**src/rtl/stream_packer.sv**
```systemverilog
// stream_packer: collects N_BYTES symbols of BYTE_W bits into one wide word
// and queues the completed words in a small first-word-fall-through FIFO.
// A frame-start strobe (sof) drops any partial word and restarts at index 0.
module stream_packer #(
    parameter int BYTE_W     = 8,
    parameter int N_BYTES    = 26,
    parameter int FIFO_DEPTH = 4,
    parameter int MSB_FIRST  = 1
) (
    input  logic                            clk,
    input  logic                            rst_n,
    input  logic                            en,
    input  logic                            sof,
    input  logic                            din_vld,
    input  logic [BYTE_W-1:0]               din,
    input  logic                            dout_rdy,
    input  logic                            clr_err,
    output logic                            dout_vald,
    output logic [BYTE_W*N_BYTES-1:0]       parallel_data,
    output logic [$clog2(FIFO_DEPTH):0]     fifo_level,
    output logic                            overflow,
    output logic                            frag_err,
    output logic [15:0]                     word_cnt
);

    localparam int WORD_W = BYTE_W * N_BYTES;
    localparam int K_W    = (N_BYTES > 1) ? $clog2(N_BYTES) : 1;
    localparam int PTR_W  = $clog2(FIFO_DEPTH);
    localparam int LVL_W  = PTR_W + 1;

    localparam logic [K_W-1:0]   K_LAST   = K_W'(N_BYTES - 1);
    localparam logic [LVL_W-1:0] LVL_FULL = LVL_W'(FIFO_DEPTH);

    // Input side state
    logic [K_W-1:0]    k_reg, k_next;
    logic [WORD_W-1:0] word_reg, word_next;

    // FIFO state
    logic [WORD_W-1:0] mem [FIFO_DEPTH];
    logic [PTR_W-1:0]  wr_ptr_reg, rd_ptr_reg;
    logic [LVL_W-1:0]  level_reg, level_next;

    // Flags and statistics
    logic              overflow_reg, frag_err_reg;
    logic [15:0]       word_cnt_reg;

    // Decoded per-cycle events
    logic              accept, resync, frag_set;
    logic [K_W-1:0]    eff_k;
    logic              push, pop, fifo_full, push_ok, overflow_set;

    assign accept   = en & din_vld;
    assign resync   = en & sof;
    // k is never nonzero when N_BYTES is 1, so resync cannot flag a fragment there.
    assign frag_set = resync & (k_reg != '0);
    // On resync the current symbol (if any) is treated as index 0.
    assign eff_k    = resync ? '0 : k_reg;

    assign push         = accept & (eff_k == K_LAST);
    assign pop          = dout_vald & dout_rdy;
    assign fifo_full    = (level_reg == LVL_FULL);
    // A pop on the same edge frees the slot a full FIFO needs for the push.
    assign push_ok      = push & (~fifo_full | pop);
    assign overflow_set = push & fifo_full & ~pop;

    // Per-slice symbol capture; slice order depends on MSB_FIRST.
    generate
        for (genvar gi = 0; gi < N_BYTES; gi++) begin : g_slice
            localparam int SYM_IDX = (MSB_FIRST != 0) ? (N_BYTES - 1 - gi) : gi;
            assign word_next[gi*BYTE_W +: BYTE_W] =
                (accept && (eff_k == K_W'(SYM_IDX))) ? din : word_reg[gi*BYTE_W +: BYTE_W];
        end
    endgenerate

    // Next symbol index: advance on accept, wrap after the last slice.
    always_comb begin
        k_next = eff_k;
        if (accept) begin
            if (eff_k == K_LAST) begin
                k_next = '0;
            end else begin
                k_next = eff_k + K_W'(1);
            end
        end
    end

    // Next occupancy; simultaneous push and pop cancel out.
    always_comb begin
        level_next = level_reg;
        case ({push_ok, pop})
            2'b10:   level_next = level_reg + LVL_W'(1);
            2'b01:   level_next = level_reg - LVL_W'(1);
            default: level_next = level_reg;
        endcase
    end

    // Assembly register and symbol index.
    always_ff @(posedge clk or negedge rst_n) begin
        if (!rst_n) begin
            k_reg    <= '0;
            word_reg <= '0;
        end else begin
            k_reg    <= k_next;
            word_reg <= word_next;
        end
    end

    // FIFO storage; the completed word includes the symbol accepted this edge.
    always_ff @(posedge clk) begin
        if (push_ok) begin
            mem[wr_ptr_reg] <= word_next;
        end
    end

    // FIFO pointers and occupancy; pointers wrap naturally (power-of-two depth).
    always_ff @(posedge clk or negedge rst_n) begin
        if (!rst_n) begin
            wr_ptr_reg <= '0;
            rd_ptr_reg <= '0;
            level_reg  <= '0;
        end else begin
            if (push_ok) begin
                wr_ptr_reg <= wr_ptr_reg + PTR_W'(1);
            end
            if (pop) begin
                rd_ptr_reg <= rd_ptr_reg + PTR_W'(1);
            end
            level_reg <= level_next;
        end
    end

    // Sticky flags (set beats clear) and the accepted-word counter.
    always_ff @(posedge clk or negedge rst_n) begin
        if (!rst_n) begin
            overflow_reg <= 1'b0;
            frag_err_reg <= 1'b0;
            word_cnt_reg <= '0;
        end else begin
            if (overflow_set) begin
                overflow_reg <= 1'b1;
            end else if (clr_err) begin
                overflow_reg <= 1'b0;
            end
            if (frag_set) begin
                frag_err_reg <= 1'b1;
            end else if (clr_err) begin
                frag_err_reg <= 1'b0;
            end
            if (push_ok) begin
                word_cnt_reg <= word_cnt_reg + 16'd1;
            end
        end
    end

    // Head word is shown only while valid, so reset/empty reads as zero.
    assign dout_vald     = (level_reg != '0);
    assign parallel_data = dout_vald ? mem[rd_ptr_reg] : '0;
    assign fifo_level    = level_reg;
    assign overflow      = overflow_reg;
    assign frag_err      = frag_err_reg;
    assign word_cnt      = word_cnt_reg;

endmodule
```
**config.mk**
```make
export PLATFORM = sky130hd
export DESIGN_NAME = stream_packer
export DESIGN_NICKNAME = d
export VERILOG_FILES = /design/src/rtl/stream_packer.sv
export SDC_FILE = /design/constraint.sdc
export NUM_CORES = 1
export LEC_CHECK = 0
export ABC_AREA = 1
export CORE_ASPECT_RATIO = 2
export CORE_MARGIN = 4
export CORE_UTILIZATION = 55
export CTS_CLUSTER_DIAMETER = 200
export CTS_CLUSTER_SIZE = 10
export DETAILED_ROUTE_END_ITERATION = 12
export GPL_TIMING_DRIVEN = 0
export PLACE_DENSITY_LB_ADDON = 0.08
export SLEW_MARGIN = 30
export SYNTH_ARGS = -nofsm -noshare
export SYNTH_HDL_FRONTEND = slang
export SYNTH_SLANG_ARGS = --single-unit
```
**constraint.sdc**
```tcl
create_clock -name clk -period 26.1 [get_ports clk]
set_input_delay 3.915 -clock clk [delete_from_list [all_inputs] [get_ports clk]]
set_output_delay 3.915 -clock clk [all_outputs]
set_load 0.02 [all_outputs]
```
==> results of run 1 <==
[cell type report]
| type | instances | area (um^2) |
|---|---|---|
| inverters | 50 | 188 |
| clock buffers | 213 | 3310 |
| well taps | 929 | 1160 |
| clock inverters | 4 | 53.8 |
| plain buffers | 208 | 951 |
| flip-flops and latches | 1070 | 30900 |
| fillers | 5383 | 24300 |
| repair buffers | 302 | 4010 |
| multi-input cells | 2083 | 9200 |
[how the worst min path moves through the flow]
stage	from	end	slack, ns	depth (start not counted)
after floorplan	k_reg[4]	frag_err	0.50	2
after global placement	wr_ptr_reg[1]	wr_ptr_reg[1]	0.52	2
after detailed placement	wr_ptr_reg[1]	wr_ptr_reg[1]	0.55	2
after CTS	frag_err	frag_err	0.57	2
after global routing	word_cnt[15]	word_cnt[15]	0.61	2
final	frag_err	frag_err	0.56	2
[per-layer routing]
| metal | GRT usage | up-vias |
|---|---|---|
| met5 | 0 | - |
| met4 | 0.114 | 0 |
| met3 | 0.0568 | 246 |
| met2 | 0.501 | 1306 |
| met1 | 0.355 | 14057 |
| li1 | - | 12735 |
[Yosys cell counts]
library cell	number
o22ai_1	1
buf_4	4
nand2_1	291
inv_1	47
nand2_4	1
buf_6	7
nand4_1	5
fa_1	1
nand3_1	11
nor2_4	6
xor2_1	6
buf_2	73
buf_1	10
nor3_1	1
xnor2_1	10
o21ai_0	607
nor2_2	1
ha_1	11
o21ai_1	4
nand2_2	5
nor2_1	889
edfxtp_1	832
inv_2	3
dfrtp_1	238
a21oi_1	233
clkbuf_1	114
[logic make-up after synthesis]
group,after synthesis,share of synthesized area
compound gates,845,0.103
xor+xnor,16,0.00340
simple gates,1210,0.112
flops,1070,0.750
fa+ha+maj,12,0.00382
buf+inv,258,0.0273
[power by group through the flow]
stage                     Combinational (uW)  Sequential [uW]  Clock [uW]
after detailed placement                2230             2030           0
final                                   2240             1990        1480
after floorplan                         1180             2020           0
after CTS                               2240             1990        1490
after global placement                  2190             2030           0
after global routing                    2410             2000        1570
[per-stage QoR]
step | area (um^2) | utilization | power (uW) | worst slack [ns]
2_1_floorplan | 41200 | - | 3200 | 11.51
3_3_place_gp | 44800 | 0.605 | 4220 | 2.92
3_5_place_dp | 46400 | 0.627 | 4250 | 17.95
4_1_cts | 49800 | 0.672 | 5730 | 18.19
5_1_grt | 49800 | 0.672 | 5980 | 18.18
6_report | 49800 | 0.672 | 5710 | 18.29
[critical path, delay by kind of cell (launching register included)]
family | cells | cell delay (ns)
AOI/OAI and AO/OA | 2 | 0.58
buffers and inverters | 6 | 2.24
DFF | 1 | 0.35
==> out/qor.txt, run 1 <==
outcome -> finished clean
clock slew at reported path FFs -> 0.06 ns
CP Capture Type -> output pin
CTS buffer count -> 116
DPL Wire Length -> 76000 um
Mapped Cells -> 3411
placed cell count -> 4642
cell breakdown of the critical path -> buf_2, inv_2, buf_2, buf_2, clkbuf_1, o21ai_0, a21oi_1, clkdlybuf4s50_1
placer's final routability congestion estimate -> 0.847
final setup fails -> 0
P_int -> 3600 uW
hold crit path type -> register to register
first-pass GRT wire length -> 175000 um
max reg flops -> 832
htree depth -> 3
Residual DRC -> 0
final setup TNS -> 0 ns
commonest non-fill, non-tap cell in the layout -> nor2_1
P_sw -> 2110 uW
clk_lat worst skew -> 0.71 ns
Clock Tree Buf Depth -> 3
R2R cell count -> 16
Initial Util -> 0.556
Post-Route M1 WL -> 42900 um
fmax -> 128 MHz
I/O pin cnt -> 245
worst IR drop on VDD -> 0.0000997 V
Die H -> 395 um
skew final -> 0.0204 ns
part of the Yosys area used for sequential elements -> 0.750
commonest non-fill, non-tap cells in the layout -> nor2_1, edfxtp_1, o21ai_0
top post-synthesis cells by area -> edfxtp_1, dfrtp_1, nor2_1
Pins Over Slew Limit -> 0
largest net degree at the start of global routing -> 72
# hold bufs at CTS -> 0
static leakage -> 0.0180 uW
syn nets -> 3438
worst reg2reg path startpoint -> k_reg[0]
final worst path period need -> 7.81 ns
total number of yosys warnings -> 0
IO buf count -> 244
initial antenna violation count -> 0
worst setup path endpoint -> parallel_data[205]
Slowest Stage Delay on Critical Path -> 0.69 ns
post-synth cell types -> 26
Max Used Layer -> met4
WL final -> 116000 um
syn_area_per_cell -> 12.1 um^2
total gr overflow -> 0
Clk pwr share -> 0.259
Setup crit start kind -> register
final worst path period share -> 0.299
Finished Layout Cells -> 4859
Worst path slowest cell -> clkdlybuf4s50_1
number of gates resized after cts -> 0
crit-path max FO -> 10
n_diodes -> 0
worst setup path category -> register to output pin
Mapped Area -> 41200 um^2
final hold slack -> 0.563 ns
launch point of the worst path -> rd_ptr_reg[0]
gr usage total -> 0.288
met3 wire len -> 9270 um
Arrival @ worst endpoint -> 3.89 ns
Worst EP required -> 22.18 ns
Tightest Pin Transition -> 1.04 ns
r2r endpoint -> mem[2][36]
chip width -> 202 um
Via density -> 5.83
routed via count -> 28344
vias in the first global route -> 28691
Post-DRT Antenna Nets -> 0
DR pass1 iterations -> 8
critical path's most frequent cell -> buf_2
postcts setup bufs -> 0
Max Cap Violations -> 0
#FFs+latches synth -> 1070
die area -> 79700 um^2
share of layout cells above drive strength 1 -> 0.0748
routed len/inst -> 23.8 um
Area Growth Syn to Fin -> 20.8%
Hold Vio Cnt, Final -> 0
Synth top area share -> 0.606
Sw Share -> 0.370
area leader, netlist -> edfxtp_1
CTS tree -> yes
row cnt -> 141
RSZ-0062 raised after global routing -> false
R2R Setup Slk -> 22.18 ns
Layout Nets -> 3858
sinks on the clock net -> 1070
power share of the sequential group -> 0.349
Slew HR -> 0.306
pwr dens -> 115 nW/um^2
WL met2 -> 59100 um
Core Region -> 74100 um^2
combinational power share -> 0.392
root buffer cell -> clkbuf_16
DR iter-0 viols -> 2459
No activity file was read; power rests on OpenSTA's default activity.
==> inputs of run 2 (changes only) <==
- CORE_UTILIZATION: 55 -> 53
- clock period: 26.1 -> 6.6 ns (I/O delays scaled with it)
==> run 2 against run 1 <==
  * Critical path depth stayed put
  * Cell count is 1.9% higher
  * Via count is 0.53% lower
  * Hold slack worse by 0.37 ns
  * Combinational power grew to 4.0 times the previous value
  * Flip-flop and latch count stayed put
  * Utilization is 2.5 points lower
  * Largest cell class unchanged
==> out/qor.txt, run 2 (synthesized netlist as in run 1, its figures left out) <==
row cnt -> 144 (+2.1%)
Max Cap Violations -> 0 (unchanged)
chip width -> 205 um (+1.8%)
DPL Wire Length -> 76500 um (+0.69%)
htree depth -> 3 (unchanged)
DR iter-0 viols -> 2492 (+1.3%)
I/O pin cnt -> 245 (unchanged)
area of the multi-input gates -> 9200 um^2 (unchanged)
WP depth -> 8 (unchanged)
Hold Vio Cnt, Final -> 0 (unchanged)
die area -> 82600 um^2 (+3.7%)
outcome -> finished clean
combinational power share -> 0.392 (about the same)
final worst path period share -> 0.734
postcts setup bufs -> 0 (unchanged)
Core Region -> 77100 um^2 (+4.1%)
placer's final routability congestion estimate -> 0.833 (-1.7%)
pwr dens -> 453 nW/um^2 (+290%)
hold crit path type -> input pin to async pin
Worst path slowest cell -> clkdlybuf4s50_1
largest net degree at the start of global routing -> 70 (-2.8%)
Setup crit start kind -> register
final setup TNS -> 0 ns (unchanged)
Via density -> 5.70 (-2.4%)
Filler Cell Count -> 5996 (+11%)
worst reg2reg path startpoint -> k_reg[0]
r2r endpoint -> mem[2][30]
n_diodes -> 0 (unchanged)
R2R cell count -> 15 (-1)
worst IR drop on VDD -> 0.000422 V (+320%)
placed cell count -> 4735 (+2.0%)
Final Cell Area -> 49900 um^2 (+0.19%)
Finished Layout Cells -> 4950 (+1.9%)
P_int -> 14200 uW (+300%)
max reg flops -> 832 (unchanged)
commonest non-fill, non-tap cells in the layout -> nor2_1, edfxtp_1, o21ai_0
initial antenna violation count -> 1 (+1)
Tightest Pin Transition -> 1.05 ns (+0.00735 ns)
Initial Util -> 0.535 (-0.0218)
Residual DRC -> 0 (unchanged)
Die H -> 402 um (+1.8%)
root buffer cell -> clkbuf_16
Clk pwr share -> 0.259 (about the same)
clock slew at reported path FFs -> 0.05 ns (about the same)
Area Growth Syn to Fin -> 21.0%
total gr overflow -> 0 (unchanged)
Worst EP required -> 5.61 ns (-16.57 ns)
commonest non-fill, non-tap cell in the layout -> nor2_1
Slowest Stage Delay on Critical Path -> 0.60 ns (-0.09 ns)
first-pass GRT wire length -> 175000 um (+0.48%)
Layout Nets -> 3858 (unchanged)
post-layout util -> 0.647 (-0.0251)
Clock Tree Buf Depth -> 3 (unchanged)
CP Capture Type -> output pin
skew final -> 0.0174 ns (-0.00307 ns)
crit-path max FO -> 10 (unchanged)
worst setup path category -> register to output pin
power share of the sequential group -> 0.349 (about the same)
clk_lat worst skew -> 0.71 ns (about the same)
Slew HR -> 0.301 (-0.00490)
routed via count -> 28194 (-0.53%)
delay-heaviest family, CP -> buffers and inverters
Sw Share -> 0.370 (-0.000605)
P_sw -> 8350 uW (+290%)
Sequential Area -> 30900 um^2 (unchanged)
cell breakdown of the critical path -> nor2_1, nand2_1, inv_1, buf_2, buf_2, clkbuf_1, a21oi_1, clkdlybuf4s50_1
critical path's most frequent cell -> buf_2
RSZ-0062 raised after global routing -> false
CTS buffer count -> 116 (unchanged)
# hold bufs at CTS -> 0 (unchanged)
final setup fails -> 0 (unchanged)
Pins Over Slew Limit -> 0 (unchanged)
CTS tree -> yes
number of gates resized after cts -> 0 (unchanged)
Post-DRT Antenna Nets -> 0 (unchanged)
dpl cell area -> 46600 um^2 (+0.25%)
static leakage -> 0.0180 uW (about the same)
IO buf count -> 244 (unchanged)
routed len/inst -> 23.7 um (-0.49%)
sinks on the clock net -> 1070 (unchanged)
WL final -> 117000 um (+1.4%)
gr usage total -> 0.282 (-0.00555)
final worst path period need -> 4.85 ns
vias in the first global route -> 28389 (-1.1%)
DR pass1 iterations -> 6 (-2)
fmax -> 206 MHz
R2R Setup Slk -> 2.81 ns (-19.37 ns)
Worst Path Buf+Inv -> 5 (-1)
share of layout cells above drive strength 1 -> 0.0751 (+0.000293)
Arrival @ worst endpoint -> 3.86 ns (-0.03 ns)
## run 2: cell types whose count changed in the layout (fill, tap and decap cells not counted), sizes merged
cell,previous run,this run
inv,53,51
clkbuf,327,328
clkinv,1,0
## run 2: worst max-delay path by stage
stage / slack, ns / to / start
after detailed placement: 1.48 / mem[2][30] / en
final: 1.75 / parallel_data[136] / fifo_level[0]
after floorplan: -1.55 / mem[0][0] / sof
after global placement: -7.70 / word_reg[30] / rst_n
after CTS: 1.68 / parallel_data[93] / rd_ptr_reg[0]
after global routing: 1.64 / parallel_data[94] / rd_ptr_reg[0]
## run 2: final cells by class
| type | count | area share |
|---|---|---|
| Clock buffer | 214 | 0.0668 |
| Sequential cell | 1070 | 0.620 |
| Timing Repair Buffer | 302 | 0.0803 |
| Tap cell | 1022 | 0.0256 |
| Buffer | 208 | 0.0191 |
| Inverter | 50 | 0.00376 |
| Clock inverter | 1 | 0.000176 |
| Multi-Input combinational cell | 2083 | 0.184 |
## run 2: power groups by stage
stage | Combinational, uW | Sequential, uW | Clock (uW)
2_1_floorplan | 4670 | 7990 | 0
5_1_grt | 9530 | 7900 | 6190
3_3_place_gp | 8680 | 8010 | 0
4_1_cts | 8880 | 7880 | 5910
6_report | 8860 | 7880 | 5840
3_5_place_dp | 8830 | 8010 | 0
## run 2: through the flow
| stage | worst slack, ns | hold WS [ns] | power (uW) |
|---|---|---|---|
| after global routing | 1.64 | 0.204 | 23600 |
| after floorplan | -1.55 | 0.497 | 12700 |
| after global placement | -7.70 | 0.517 | 16700 |
| final | 1.75 | 0.193 | 22600 |
| after detailed placement | 1.48 | 0.526 | 16800 |
| after CTS | 1.68 | 0.183 | 22700 |
## run 2: worst register-to-register path, cell delays in order, from the launching register on
cell     delay [ns]
dfrtp_1        0.37
inv_1          0.05
nor2_1         0.29
ha_1           0.22
inv_1          0.04
nor2_1         0.16
nand2_1        0.13
nor2_4         0.19
nand2_4        0.15
buf_2          0.30
nor2_4         0.60
buf_16         0.25
buf_16         0.19
buf_16         0.18
buf_16         0.17
buf_16         0.19
## run 2: layer usage
| metal | vias up | wire, um | GRT usage |
|---|---|---|---|
| met4 | 2 | 4370 | 0.105 |
| met5 | - | 15 | 0 |
| met3 | 219 | 8750 | 0.0547 |
| met1 | 13992 | 44700 | 0.358 |
| met2 | 1249 | 59400 | 0.483 |
| li1 | 12732 | - | - |
